--- src/rtl/if_pkg.sv ---
// Shared definitions for the instruction-fetch stage blocks and their bench.
// Latency: n/a (types and constants only).
// Backpressure: n/a.
package if_pkg;

    localparam int          IF_DATA_W   = 16;
    localparam int          IF_PC_INC   = 4;
    localparam logic [15:0] IF_RESET_PC = 16'h0000;

    typedef enum logic [1:0] {
        BOOT  = 2'd0,
        FETCH = 2'd1,
        WAIT  = 2'd2,
        HOLD  = 2'd3
    } fetch_state_t;

endpackage

--- src/rtl/fetch_pc_reg.sv ---
// Fetch program counter: load on redirect, increment on capture, else hold.
// Latency: new value visible one cycle after load/inc; pc_next is same-cycle.
// Backpressure: none; the controller simply withholds load/inc to stall.
module fetch_pc_reg
    import if_pkg::*;
#(
    parameter int                 DATA_W   = IF_DATA_W,
    parameter int                 PC_INC   = IF_PC_INC,
    parameter logic [DATA_W-1:0]  RESET_PC = DATA_W'(IF_RESET_PC)
) (
    input  logic              clock,
    input  logic              reset_n,
    input  logic              load,
    input  logic [DATA_W-1:0] load_val,
    input  logic              inc,
    output logic [DATA_W-1:0] pc,
    output logic [DATA_W-1:0] pc_next
);

    // Redirect beats increment; the add wraps modulo 2^DATA_W with no carry out.
    always_comb begin
        pc_next = pc;
        if (load) begin
            pc_next = load_val;
        end else if (inc) begin
            pc_next = pc + DATA_W'(PC_INC);
        end
    end

    // PC state register.
    always_ff @(posedge clock or negedge reset_n) begin
        if (!reset_n) begin
            pc <= RESET_PC;
        end else begin
            pc <= pc_next;
        end
    end

endmodule

--- src/rtl/fetch_controller.sv ---
// IF-stage sequencer: owns the fetch PC, handshakes with imem, registers one instruction for IF/ID.
// Latency: 1 cycle from request with imem_ready to instr_valid; one BOOT cycle after reset.
// Backpressure: stall parks in HOLD after the outstanding request lands; redirects squash in-flight words.
module fetch_controller
    import if_pkg::*;
#(
    parameter int                 DATA_W   = IF_DATA_W,
    parameter int                 PC_INC   = IF_PC_INC,
    parameter logic [DATA_W-1:0]  RESET_PC = DATA_W'(IF_RESET_PC)
) (
    input  logic              clock,
    input  logic              reset_n,
    input  logic              stall,
    input  logic              branch_taken,
    input  logic [DATA_W-1:0] branch_target,
    input  logic              imem_ready,
    input  logic [DATA_W-1:0] imem_rdata,
    output logic              imem_req,
    output logic [DATA_W-1:0] imem_addr,
    output logic [DATA_W-1:0] pc_out,
    output logic [DATA_W-1:0] pc_plus,
    output logic [DATA_W-1:0] instr_out,
    output logic              instr_valid
);

    fetch_state_t      state_q, state_d;
    logic              squash_q, squash_d;
    logic              valid_d;
    logic              req_d;
    logic [DATA_W-1:0] addr_d;
    logic              capture;
    logic              pc_load;
    logic              pc_inc;
    logic [DATA_W-1:0] fetch_pc;
    logic [DATA_W-1:0] fetch_pc_next;

    fetch_pc_reg #(
        .DATA_W   (DATA_W),
        .PC_INC   (PC_INC),
        .RESET_PC (RESET_PC)
    ) u_pc (
        .clock    (clock),
        .reset_n  (reset_n),
        .load     (pc_load),
        .load_val (branch_target),
        .inc      (pc_inc),
        .pc       (fetch_pc),
        .pc_next  (fetch_pc_next)
    );

    // Next-state, PC control and next register values; redirect outranks capture and stall.
    always_comb begin
        state_d  = state_q;
        squash_d = squash_q;
        valid_d  = instr_valid;
        capture  = 1'b0;
        pc_load  = 1'b0;
        pc_inc   = 1'b0;
        case (state_q)
            BOOT: begin
                if (branch_taken) begin
                    pc_load = 1'b1;
                end
                valid_d = 1'b0;
                state_d = FETCH;
            end
            FETCH, WAIT: begin
                if (branch_taken) begin
                    pc_load = 1'b1;
                    valid_d = 1'b0;
                    if (imem_ready) begin
                        // Word arriving now belongs to the old path: drop it and go straight to the target.
                        squash_d = 1'b0;
                        state_d  = FETCH;
                    end else begin
                        // Request stays outstanding; remember to discard whatever it returns.
                        squash_d = 1'b1;
                        state_d  = WAIT;
                    end
                end else if (imem_ready) begin
                    if (squash_q) begin
                        squash_d = 1'b0;
                        valid_d  = 1'b0;
                    end else begin
                        capture = 1'b1;
                        pc_inc  = 1'b1;
                        valid_d = 1'b1;
                    end
                    state_d = stall ? HOLD : FETCH;
                end else begin
                    valid_d = 1'b0;
                    state_d = WAIT;
                end
            end
            HOLD: begin
                if (branch_taken) begin
                    pc_load = 1'b1;
                    valid_d = 1'b0;
                    state_d = FETCH;
                end else if (!stall) begin
                    state_d = FETCH;
                end
            end
            default: begin
                valid_d = 1'b0;
                state_d = BOOT;
            end
        endcase
        req_d  = (state_d == FETCH) || (state_d == WAIT);
        // A new request takes the next fetch PC; an outstanding one keeps its address.
        addr_d = (state_d == FETCH) ? fetch_pc_next : imem_addr;
    end

    // FSM state, squash flag and the request/address outputs.
    always_ff @(posedge clock or negedge reset_n) begin
        if (!reset_n) begin
            state_q   <= BOOT;
            squash_q  <= 1'b0;
            imem_req  <= 1'b0;
            imem_addr <= RESET_PC;
        end else begin
            state_q   <= state_d;
            squash_q  <= squash_d;
            imem_req  <= req_d;
            imem_addr <= addr_d;
        end
    end

    // IF/ID capture registers; only a non-squashed returning word updates them.
    always_ff @(posedge clock or negedge reset_n) begin
        if (!reset_n) begin
            instr_out   <= '0;
            pc_out      <= '0;
            pc_plus     <= '0;
            instr_valid <= 1'b0;
        end else begin
            instr_valid <= valid_d;
            if (capture) begin
                instr_out <= imem_rdata;
                pc_out    <= fetch_pc;
                pc_plus   <= fetch_pc_next;
            end
        end
    end

endmodule

--- config.mk ---
export PLATFORM = sky130hd
export DESIGN_NAME = fetch_controller
export DESIGN_NICKNAME = d
export VERILOG_FILES = /design/src/rtl/if_pkg.sv /design/src/rtl/fetch_pc_reg.sv /design/src/rtl/fetch_controller.sv
export SDC_FILE = /design/constraint.sdc
export NUM_CORES = 1
export LEC_CHECK = 0
export ABC_AREA = 0
export BUFFER_PORTS_ARGS = -buffer_cell sky130_fd_sc_hd__buf_2
export CORE_ASPECT_RATIO = 1.5
export CORE_MARGIN = 3
export CORE_UTILIZATION = 29
export CTS_CLUSTER_SIZE = 24
export DETAILED_ROUTE_END_ITERATION = 10
export GPL_ROUTABILITY_DRIVEN = 0
export GPL_TIMING_DRIVEN = 0
export HOLD_SLACK_MARGIN = 0.08
export SYNTH_ARGS = -nofsm -noshare
export SYNTH_HDL_FRONTEND = slang
export SYNTH_SLANG_ARGS = --single-unit
export TNS_END_PERCENT = 1
--- constraint.sdc ---
create_clock -name clock -period 3.05 [get_ports clock]
set_input_delay 0.305 -clock clock [delete_from_list [all_inputs] [get_ports clock]]
set_output_delay 0.305 -clock clock [all_outputs]
set_load 0.05 [all_outputs]
==> impl_metrics.tcl, run 1 <==
set metrics [dict create \
    crit_path_max_fanout 10 \
    groute.layer.met1.usage_pct 17.44 \
    drcViolationCount 0 \
    netlist_area_sq_um 3826 \
    netSwitchingFraction_pct 49.31 \
    grt_setup_unrepaired "no" \
    antenna_found_initial 0 \
    synthCells 398 \
    crit_chain "inv_1 -> ha_1 -> buf_2 -> nand2_1 -> a21o_1 -> ha_1 -> clkbuf_1 -> clkbuf_1 -> o311ai_0 -> o211ai_1" \
    synth_seq_area_share_pct 55.59 \
    cts.reportedPaths.clkPinSlew_ns 0.06 \
    setup_crit_end_kind "flip-flop" \
    layout_worst_path_cycle_share_pct 89.76 \
    global_route_overflow 0 \
    final_cell_mix "sky130_fd_sc_hd__nand2_1, sky130_fd_sc_hd__buf_2, sky130_fd_sc_hd__dfrtp_1" \
    fin_nets 553 \
    compound_gate_fraction_of_synth_area_pct 8.502 \
    synth-adder-area-share_pct 1.308 \
    synthXorXnorAreaFrac_pct 3.663 \
    core_area_sq_um 12700 \
    routed-via-count 3214 \
    io_buffer_count 101 \
    synth_async_sr_flop_share_pct 100.0 \
    pre_cts_slack_ns 0.02743 \
    hold_class "in -> reg" \
    cts_inserted_buffers 9 \
    max_stage_delay_on_crit_path_ns 0.43 \
    cts_htree_levels 3 \
    worstMarginPinSlew_ns 0.6550 \
    number_of_synthesis_warnings 0 \
    placementRows 50 \
    root_buffer "sky130_fd_sc_hd__clkbuf_16" \
    clk_path_buf_depth 2 \
    ctsHoldBuffers 1 \
    cap_violations 0 \
    synthSimpleGateAreaFrac_pct 22.63 \
    p_per_area_nw_per_um2 1242 \
    finalWirelength_mm 10.67 \
    period_needed_ns 2.738 \
    grt_first_pass_wirelength_mm 17.50 \
    library_cells_used_by_synthesis 42 \
    cp_data_arrival_time_ns 2.98 \
    detail_route.iter0.violations 112 \
    critical-path-top-delay-family "buffers and inverters" \
    path_class "reg -> reg" \
    final.setup.tns_ns 0 \
    routed_via_density 4.776 \
    dp.final_hpwl_mm 8.085 \
    gr-usage-met3_pct 4.924 \
    route.antenna.remaining_nets 0 \
    cell_internal_power_dissipation_mw 3.075 \
    io_pins 103 \
    synth_edf_count 0 \
    cts_setup_buffers 0 \
    cts.sink_count 85 \
    grt_usage_pct 15.36 \
    clk_latency_worst_skew_pair_ns 0.34 \
    vias_in_the_first_global_route 3418 \
    max_slew_margin_pct 56.33 \
    utilization_pct 38.45 \
    setup_ws_final_ns 0.3122 \
    cts_tree "done" \
    drive_above_1_share_pct 27.91 \
    netSwitchingPower_mw 2.991 \
    crit_path_top_delay_cell "sky130_fd_sc_hd__clkbuf_1" \
    skew_ns 0.005900 \
    main_combinational_cell_family_by_area_after_synthesis "simple AND/OR/NAND/NOR gates" \
    fp.dieH_um 146.7 \
    cp-start-kind "flip-flop" \
    share_seq_of_total_power_pct 30.1 \
    report.final.hold_viol_count 0 \
    cts-resized-gates 0 \
    fmaxAchievable_ghz 0.3653 \
    critical_path_required_ns 3.30 \
    setup_violations 0 \
    wire_per_inst_um 15.85 \
    die-area_sq_um 14640 \
    dominantRegCellSynth "sky130_fd_sc_hd__dfrtp_1" \
    pwr-share-comb_pct 50.8 \
    timing.critical_path.buf_inv 4 \
    layout_commonest_cell "sky130_fd_sc_hd__nand2_1" \
    die_width_um 99.79 \
    vdd.ir_drop.worst_v 0.0004566 \
    grt_most_used_layer "met2" \
    synth.net_count 439 \
    drt_first_pass_iters 4 \
    p_leak_nw 2.433 \
    grt_start_max_net_pins 47 \
    p_clk_share_pct 19.1 \
    synth.ff_latch_count 85 \
    n_fill_cell 1299 \
    flow.area_growth_from_synthesis_pct 27.63 \
    outcome "finished clean" \
    final-max-slew-violation-count 0 \
    average_footprint_of_a_synthesized_cell_sq_um 9.613 \
    portion_of_netlist_area_occupied_by_mux_cells_pct 4.317 \
    initial_utilization_pct 30.13 \
    met2_use_gr_pct 26.60 \
]
==> flip-flops by register name (all words and copies together), names as in the netlist <==
name and cells:
imem_addr 16, instr_out 16, pc_out 16, pc_plus 16, u_pc.pc 16, state_q 2, imem_req 1, instr_valid 1
squash_q 1
==> final cells by class <==
| cell class | instances | area (sq um) | area share (%) |
|---|---|---|---|
| Clock buffer | 10 | 239.0 | 4.894 |
| Buffer | 26 | 107.6 | 2.203 |
| Tap cell | 156 | 195.2 | 3.997 |
| Inverter | 12 | 45.04 | 0.9224 |
| Sequential cell | 85 | 2127 | 43.56 |
| Multi-Input combinational cell | 275 | 1546 | 31.67 |
| Clock inverter | 5 | 75.07 | 1.537 |
| Antenna cell | 1 | 2.502 | 0.05124 |
| Timing Repair Buffer | 103 | 545.5 | 11.17 |
==> path summary, 6_finish.rpt <==
kind / startpoint / endpoint / slack (ns) / cells after the start
setup / recovery: state_q[0] / imem_addr[13] / 0.31 / 10
hold / removal: imem_rdata[15] / instr_out[15] / 0.15 / 3
setup reg to reg: state_q[0] / imem_addr[13] / 0.31 / 10
hold reg to reg: instr_out[2] / instr_out[2] / 0.47 / 2
max in group asynchronous: reset_n / imem_addr[6] / 1.93 / 3
min in group asynchronous: reset_n / pc_plus[2] / 0.50 / 2
==> cells in the mapped netlist, types with 3 or more instances <==
cell type,n,area [sq um]
sky130_fd_sc_hd__clkbuf_1,17,63.81
sky130_fd_sc_hd__o21ai_0,22,110.1
sky130_fd_sc_hd__inv_1,12,45.04
sky130_fd_sc_hd__a21oi_1,6,30.03
sky130_fd_sc_hd__or3_1,4,25.02
sky130_fd_sc_hd__buf_2,8,40.04
sky130_fd_sc_hd__mux2i_1,3,30.03
sky130_fd_sc_hd__nor2b_1,6,37.54
sky130_fd_sc_hd__ha_1,4,50.05
sky130_fd_sc_hd__xnor2_1,11,96.34
sky130_fd_sc_hd__dfrtp_1,85,2127
sky130_fd_sc_hd__nor3_1,4,20.02
sky130_fd_sc_hd__o311ai_0,3,26.28
sky130_fd_sc_hd__nand4_1,4,25.02
sky130_fd_sc_hd__mux2_2,12,135.1
sky130_fd_sc_hd__nand2_1,129,484.2
sky130_fd_sc_hd__nor2_1,12,45.04
sky130_fd_sc_hd__nand3_1,15,75.07
sky130_fd_sc_hd__xor2_1,5,43.79
sky130_fd_sc_hd__o211ai_1,4,30.03
sky130_fd_sc_hd__a31oi_1,5,31.28
==> power by group through the flow <==
stage	Sequential, mW	Clock, mW	Combinational (mW)
after global placement	1.82	0	3.07
final	1.83	1.16	3.08
after detailed placement	1.84	0	3.12
after floorplan	3.23	0	0.915
after CTS	1.83	1.20	3.13
after global routing	1.89	1.24	3.32
==> worst register-to-register path: cells and delay by family, from the launching register on <==
kind                       cells  cell delay [ns]
buffers and inverters          4             1.07
adders and majority gates      2             0.60
AOI/OAI and AO/OA              3             0.51
DFF                            1             0.38
and+or+nand+nor                1             0.10
==> per-layer routing <==
metal  routed length [um]  share of wire [%]  up-vias
met1                 4150                 39     1547
met2                 5561                 52       86
met3                  758                7.1       14
met4                  194                1.8        0
li1                     -                  -     1567
met5                    0                  0        -
==> cell families (layout without fill, tap and decap cells) <==
family / after synthesis / count (layout)
flip-flops: 85 / 85
AND/OR/NAND/NOR: 189 / 189
XOR/XNOR: 16 / 16
adder cells (fa/ha/maj): 4 / 4
AO/OA/AOI/OAI: 51 / 51
other: 0 / 1
multiplexers: 15 / 15
buffers and inverters: 38 / 156
==> per-stage QoR <==
stage,instances,hold slack [ns],instance area [sq um],power (mW)
finish,673,0.1533,4883,6.066
global placement,655,0.4555,4527,4.890
detailed placement,656,0.3316,4557,4.964
global route,672,0.1561,4881,6.445
CTS,672,0.1364,4881,6.158
floorplan,398,0.009409,3826,4.143
Note: power is estimated with default switching activity, not from simulation.
==> run 2: changes to the inputs <==
--- a/config.mk
+++ b/config.mk
@@ -17,5 +17,6 @@
 export HOLD_SLACK_MARGIN = 0.08
 export SYNTH_ARGS = -nofsm -noshare
 export SYNTH_HDL_FRONTEND = slang
+export SYNTH_HIERARCHICAL = 1
 export SYNTH_SLANG_ARGS = --single-unit
 export TNS_END_PERCENT = 1
==> impl_metrics.tcl, run 2 <==
set metrics [dict create \
    hold_class "in -> reg" \
    worst-r2r-setup-slack_ns 0.23 \
    cts.sink_count 85 \
    core_area_sq_um 12020 \
    synth.ff_latch_count 85 \
    fp.dieH_um 141.8 \
    groute.layer.met1.usage_pct 14.08 \
    clk_latency_worst_skew_pair_ns 0.33 \
    vias_in_the_first_global_route 2454 \
    drive_above_1_share_pct 55.49 \
    grt_first_pass_wirelength_mm 12.70 \
    setup_crit_end_kind "flip-flop" \
    route.antenna.remaining_nets 0 \
    compound_gate_fraction_of_synth_area_pct 3.018 \
    grt_setup_unrepaired "no" \
    drcViolationCount 0 \
    io_pins 103 \
    initial_utilization_pct 29.68 \
    routed-via-count 2338 \
    synth_largest_area_cell "sky130_fd_sc_hd__dfrtp_1" \
    library_cells_used_by_synthesis 31 \
    dominantRegCellSynth "sky130_fd_sc_hd__dfrtp_1" \
    skew_ns 0.006062 \
    synthSimpleGateAreaFrac_pct 6.807 \
    average_footprint_of_a_synthesized_cell_sq_um 14.55 \
    antenna_found_initial 0 \
    met2_use_gr_pct 21.11 \
    fin_nets 402 \
    crit_path_max_fanout 10 \
    max_slew_margin_pct 65.40 \
    layout_worst_path_cycle_share_pct 92.52 \
    synthXorXnorAreaFrac_pct 3.193 \
    cap_violations 0 \
    grt_start_max_net_pins 55 \
    path_class "reg -> reg" \
    grt_most_used_layer "met2" \
    synth-adder-area-share_pct 1.754 \
    synthMostInstantiatedCell "sky130_fd_sc_hd__dfrtp_1" \
    netlist_top_cells_area "sky130_fd_sc_hd__dfrtp_1, sky130_fd_sc_hd__mux2_2, sky130_fd_sc_hd__mux2_4" \
    die-area_sq_um 13690 \
    finalWirelength_mm 8.118 \
    synth.net_count 287 \
    placement.cell_area_sq_um 4298 \
    main_combinational_cell_family_by_area_after_synthesis "multiplexers" \
    flow.area_growth_from_synthesis_pct 29.37 \
    final.setup.tns_ns 0 \
    final_cell_mix "sky130_fd_sc_hd__buf_2, sky130_fd_sc_hd__dfrtp_1, sky130_fd_sc_hd__mux2_2" \
    routed_via_density 4.522 \
    cp-start-kind "flip-flop" \
    crit_path_top_delay_cell "sky130_fd_sc_hd__dfrtp_1" \
    worst_path_most_repeated_cell "sky130_fd_sc_hd__mux2_2" \
    max_stage_delay_on_crit_path_ns 0.39 \
    cp_data_arrival_time_ns 3.04 \
    number_of_synthesis_warnings 6 \
    global_route_overflow 0 \
    post_route_cell_area_sq_um 4613 \
    synthCells 245 \
    outcome "finished clean" \
    period_needed_ns 2.822 \
    synth_top_cell_area_share_pct 59.65 \
    synth_async_sr_flop_share_pct 100.0 \
    die_width_um 96.54 \
    io_buffer_count 102 \
    critical-path-top-delay-family "simple AND/OR/NAND/NOR gates" \
    portion_of_netlist_area_occupied_by_mux_cells_pct 22.70 \
    synth.cells.most_frequent "sky130_fd_sc_hd__dfrtp_1, sky130_fd_sc_hd__mux2_2, sky130_fd_sc_hd__nand2_1, sky130_fd_sc_hd__mux2_4, sky130_fd_sc_hd__xnor2_1" \
    fmaxAchievable_ghz 0.3544 \
    cts_tree "done" \
    layout_commonest_cell "sky130_fd_sc_hd__buf_2" \
    cts_inserted_buffers 9 \
    setup_violations 0 \
    synth_edf_count 0 \
    cts_htree_levels 3 \
    whs_ns 0.1825 \
    timing.critical_path.buf_inv 4 \
    root_buffer "sky130_fd_sc_hd__clkbuf_16" \
    n_antenna_cell 0 \
    crit_chain "inv_1 -> ha_4 -> and4bb_4 -> buf_6 -> buf_12 -> clkbuf_4 -> nand3_2 -> nor4_4 -> xor2_1 -> mux2_2 -> mux2_2" \
    gr-usage-met3_pct 2.865 \
    n_fill_cell 1205 \
    synth_seq_area_share_pct 59.65 \
    wire_per_inst_um 15.70 \
    dp.final_hpwl_mm 6.309 \
    cts.reportedPaths.clkPinSlew_ns 0.06 \
    placementRows 49 \
    critical_path_required_ns 3.26 \
    worstMarginPinSlew_ns 0.5190 \
    clk_path_buf_depth 2 \
    detail_route.iter0.violations 80 \
    netlist_area_sq_um 3566 \
    grt_usage_pct 12.39 \
    report.final.hold_viol_count 0 \
    final-max-slew-violation-count 0 \
    drt_first_pass_iters 4 \
]
-- run 2: cell types whose count changed after synthesis, moves of 6 or more --
| cell | before | now |
|---|---|---|
| sky130_fd_sc_hd__nand2_1 | 129 | 16 |
| sky130_fd_sc_hd__mux2_2 | 12 | 59 |
| sky130_fd_sc_hd__o21ai_0 | 22 | 7 |
| sky130_fd_sc_hd__clkbuf_1 | 17 | 3 |
| sky130_fd_sc_hd__nand3_1 | 15 | 3 |
| sky130_fd_sc_hd__nor2_1 | 12 | 2 |
| sky130_fd_sc_hd__mux2_4 | 0 | 9 |
| sky130_fd_sc_hd__inv_1 | 12 | 6 |
| sky130_fd_sc_hd__nor2b_1 | 6 | 0 |
-- run 2: timing repair --
action	in CTS	in global routing
endpoints found under the hold margin	31	0
buffers inserted	0	0
gates resized for setup	0	7
setup endpoints to repair	0	9
hold buffers	1	0
-- run 2: final timing paths --
path	end	startpoint	cells after the start
max	imem_addr[14]	state_q[1]	11
min	instr_valid	branch_taken	2
max reg2reg	imem_addr[14]	state_q[1]	11
min reg2reg	pc_out[14]	pc_out[14]	1
max in group asynchronous	pc_out[3]	reset_n	3
min in group asynchronous	pc_out[9]	reset_n	2
-- run 2: through the flow --
stage | util [%] | instances | setup slack (ns)
after CTS | 38.02 | 517 | 0.02026
final | 38.39 | 517 | 0.2282
after global routing | 38.39 | 517 | 0.08322
after global placement | 35.52 | 500 | 0.1144
after detailed placement | 35.77 | 501 | 0.02990
after floorplan | - | 245 | 0.3942
-- run 2: worst register-to-register path: cells and delay by family, from the launching register on --
family                     cells  cell delay, ns
DFF                            1            0.39
xor gates and xnor gates       1            0.10
buffers and inverters          4            0.63
adders and majority gates      1            0.31
muxes                          2            0.56
and+or+nand+nor                3            0.73
-- run 2: kinds of logic (layout without fill, tap and decap cells) --
group,Yosys count,count (layout)
and+or+nand+nor,37,37
DFF,85,85
adders and majority gates,5,5
AOI/OAI and AO/OA,19,19
xor gates and xnor gates,13,13
muxes,69,69
buffers and inverters,17,136
-- run 2: layer usage --
layer	wire length, um	up-vias	share of wire, %
met5	0	-	0
met4	274	0	3.4
met3	401	15	4.9
met2	4303	61	53
met1	3139	1168	39
li1	-	1094	-
-- run 2: cell type report --
class,count,area [sq um],share of cell area [%]
repair buffers,104,550.5,11.93
flip-flops and latches,85,2127,46.11
clock inverters,2,10.01,0.2170
multi-input cells,143,1379,29.89
well taps,153,191.4,4.150
clock buffers,13,250.2,5.424
inverters,6,22.52,0.4882
plain buffers,11,82.58,1.790
Power of run 2 is not shown: default switching activity piles up to over one toggle a cycle in this logic, so the estimate is an artifact.
==> run 3: changes to the inputs <==
--- a/config.mk
+++ b/config.mk
@@ -5,7 +5,7 @@
 export SDC_FILE = /design/constraint.sdc
 export NUM_CORES = 1
 export LEC_CHECK = 0
-export ABC_AREA = 0
+export ABC_AREA = 1
 export BUFFER_PORTS_ARGS = -buffer_cell sky130_fd_sc_hd__buf_2
 export CORE_ASPECT_RATIO = 1.5
 export CORE_MARGIN = 3
==> impl_metrics.tcl, run 3 <==
set metrics [dict create \
    report.final.hold_viol_count 0 \
    cts_tree "done" \
    period_needed_ns 2.669 \
    wire_per_inst_um 14.48 \
    synth_top_cell_area_share_pct 56.76 \
    drive_above_1_share_pct 24.78 \
    setup_crit_end_kind "flip-flop" \
    antenna_found_initial 0 \
    synthCells 445 \
    worst_setup_ep "imem_addr[15]" \
    skew_ns 0.006822 \
    io_buffer_count 102 \
    fmaxAchievable_ghz 0.3746 \
    drt_first_pass_iters 7 \
    fin_nets 602 \
    synth.ff_latch_count 85 \
    global_route_overflow 0 \
    synth.net_count 487 \
    netSwitchingPower_mw 3.171 \
    routed_via_density 4.540 \
    regToRegEndpoint "imem_addr[15]" \
    worst_r2r_startpoint "state_q[1]" \
    dominantRegCellSynth "sky130_fd_sc_hd__dfrtp_1" \
    n_antenna_cell 0 \
    crit_path_max_fanout 10 \
    initial_utilization_pct 29.80 \
    average_footprint_of_a_synthesized_cell_sq_um 8.421 \
    routed-wl-met2_mm 5.235 \
    worst-r2r-setup-slack_ns 0.38 \
    cap_violations 0 \
    route.antenna.remaining_nets 0 \
    share_seq_of_total_power_pct 29.9 \
    synth.cells.most_frequent "sky130_fd_sc_hd__nand2_1, sky130_fd_sc_hd__dfrtp_1, sky130_fd_sc_hd__nand3_1, sky130_fd_sc_hd__inv_1, sky130_fd_sc_hd__o21ai_0" \
    number_of_synthesis_warnings 6 \
    flow.area_growth_from_synthesis_pct 28.35 \
    fp.dieH_um 145.2 \
    final-max-slew-violation-count 0 \
    final.setup.tns_ns 0 \
    finalWirelength_mm 10.44 \
    cell_internal_power_dissipation_mw 3.009 \
    library_cells_used_by_synthesis 23 \
    detail_route.wirelength.met1_mm 4.365 \
    core_area_sq_um 12570 \
    cts.reportedPaths.clkPinSlew_ns 0.06 \
    placementRows 50 \
    max_slew_margin_pct 62.36 \
    cts_htree_levels 3 \
    layout_commonest_cell "sky130_fd_sc_hd__nand2_1" \
    cp-start-kind "flip-flop" \
    p_leak_nw 2.677 \
    placement.cell_area_sq_um 4483 \
    cts.sink_count 85 \
    p_clk_share_pct 19.0 \
    cts_inserted_buffers 9 \
    grt_setup_unrepaired "no" \
    maxUsedRoutingLayer "met4" \
    die-area_sq_um 14350 \
    cts-resized-gates 0 \
    cp_data_arrival_time_ns 2.87 \
    synth_largest_area_cell "sky130_fd_sc_hd__dfrtp_1" \
    outcome "finished clean" \
    total_power_mw 6.180 \
    netSwitchingFraction_pct 51.32 \
    grt_first_pass_wirelength_mm 16.80 \
    dp.final_hpwl_mm 7.850 \
    placedCellCount 704 \
    clk_path_buf_depth 2 \
    synth_edf_count 0 \
    netlist_top_cells_area "sky130_fd_sc_hd__dfrtp_1, sky130_fd_sc_hd__nand2_1, sky130_fd_sc_hd__nand3_1" \
    cts_setup_buffers 0 \
    post_route_cell_area_sq_um 4810 \
    final-instance-count-excl-fill 721 \
    worstMarginPinSlew_ns 0.5646 \
    p_per_area_nw_per_um2 1285 \
    setup_violations 0 \
    synthMostInstantiatedCell "sky130_fd_sc_hd__nand2_1" \
    layout_worst_path_cycle_share_pct 87.51 \
    vdd.ir_drop.worst_v 0.0004599 \
    final_cell_mix "sky130_fd_sc_hd__nand2_1, sky130_fd_sc_hd__buf_2, sky130_fd_sc_hd__dfrtp_1" \
    vias_in_the_first_global_route 3295 \
    path_class "reg -> reg" \
    grt_usage_pct 14.90 \
    grt_start_max_net_pins 73 \
    critical_path_required_ns 3.25 \
    dr_wl_met3_um 453 \
    routed-via-count 3273 \
    drcViolationCount 0 \
    synth_seq_area_share_pct 56.76 \
    detail_route.iter0.violations 133 \
    critical_path.startpoint "state_q[1]" \
    hold_class "in -> reg" \
    worst-r2r-cell-count 17 \
    synth_async_sr_flop_share_pct 100.0 \
    pwr-share-comb_pct 51.1 \
    io_pins 103 \
    die_width_um 98.82 \
    clk_latency_worst_skew_pair_ns 0.34 \
    root_buffer "sky130_fd_sc_hd__clkbuf_16" \
    netlist_area_sq_um 3747 \
]
==> run 3: changes by cell type in the layout (fill, tap and decap cells not counted), sizes merged, moves of 2 or more <==
cell and change:
a21oi +2, buf +6, bufinv +2, clkinvlp +3
inv +37, mux2 -68, nand2 +155, nand3 +57
nor2 +17, nor3 -2, nor4 -3, o21ai +14
xnor2 -8, xor2 -5
==> run 3: timing repair <==
action	in CTS	in global routing
hold endpoints to repair	13	0
hold buffers	1	0
endpoints found under the setup margin	0	0
==> run 3: power groups by stage <==
| stage | clock, mW | sequential, mW | combinational, mW |
|---|---|---|---|
| final | 1.17 | 1.85 | 3.16 |
| after global routing | 1.25 | 1.90 | 3.42 |
| after CTS | 1.22 | 1.85 | 3.22 |
| after detailed placement | 0 | 1.87 | 3.21 |
| after global placement | 0 | 1.86 | 3.15 |
| after floorplan | 0 | 3.33 | 0.877 |
==> run 3: layout make-up <==
class                           instances  area, sq um
Tap cell                              156        195.2
Multi-Input combinational cell        295         1339
Sequential cell                        85         2127
Buffer                                 21        116.4
Timing Repair Buffer                  104        550.5
Clock buffer                           10        229.0
Clock inverter                          6        87.58
Inverter                               44        165.2
Fill cell                            1325         7765
==> run 3: how the worst min path moves through the flow <==
stage / from / to / slack, ns / cells past startpoint
2_1_floorplan: reset_n / imem_addr[0] / 0.009 / 0
3_3_place_gp: instr_out[0] / instr_out[0] / 0.45 / 2
3_5_place_dp: reset_n / imem_req / 0.19 / 1
4_1_cts: imem_rdata[10] / instr_out[10] / 0.19 / 3
5_1_grt: imem_rdata[10] / instr_out[10] / 0.21 / 3
6_report: imem_rdata[10] / instr_out[10] / 0.20 / 3
==> run 3: through the flow <==
| step | utilization (%) | hold slack (ns) | setup WS (ns) |
|---|---|---|---|
| 2_1_floorplan | - | 0.009409 | 0.8036 |
| 5_1_grt | 38.25 | 0.2067 | 0.1337 |
| 3_5_place_dp | 35.65 | 0.1863 | 0.3518 |
| 3_3_place_gp | 35.41 | 0.4481 | 0.4392 |
| 4_1_cts | 38.25 | 0.1860 | 0.3357 |
| 6_report | 38.25 | 0.2031 | 0.3808 |
==> run 3: routing by layer <==
metal  track usage [%]  vias up
met4             8.202        0
met2             24.53       90
li1                  -     1635
met3             2.886       20
met1             18.02     1528
met5                 0        -
==> run 3: worst max-delay path, stage by stage (launching register included) <==
cell and delay [ns]:
sky130_fd_sc_hd__dfrtp_1 0.40, sky130_fd_sc_hd__inv_1 0.06, sky130_fd_sc_hd__ha_1 0.31, sky130_fd_sc_hd__nand2_1 0.12, sky130_fd_sc_hd__nor2_4 0.19, sky130_fd_sc_hd__nand2_2 0.10, sky130_fd_sc_hd__buf_6 0.15, sky130_fd_sc_hd__buf_6 0.14
sky130_fd_sc_hd__inv_1 0.17, sky130_fd_sc_hd__nand2_2 0.13, sky130_fd_sc_hd__nor2_8 0.16, sky130_fd_sc_hd__nand2_4 0.09, sky130_fd_sc_hd__nor2_4 0.09, sky130_fd_sc_hd__nand3_1 0.07, sky130_fd_sc_hd__nand3_1 0.09, sky130_fd_sc_hd__nand2_1 0.10
sky130_fd_sc_hd__nand2_1 0.08, sky130_fd_sc_hd__o21ai_0 0.08
==> run 3: cell families after synthesis <==
| group | after synthesis | share of synthesized area [%] |
|---|---|---|
| buffers and inverters | 65 | 7.512 |
| AO/OA/AOI/OAI | 33 | 4.474 |
| AND/OR/NAND/NOR | 257 | 29.58 |
| adder cells (fa/ha/maj) | 5 | 1.669 |
| flip-flops | 85 | 56.76 |
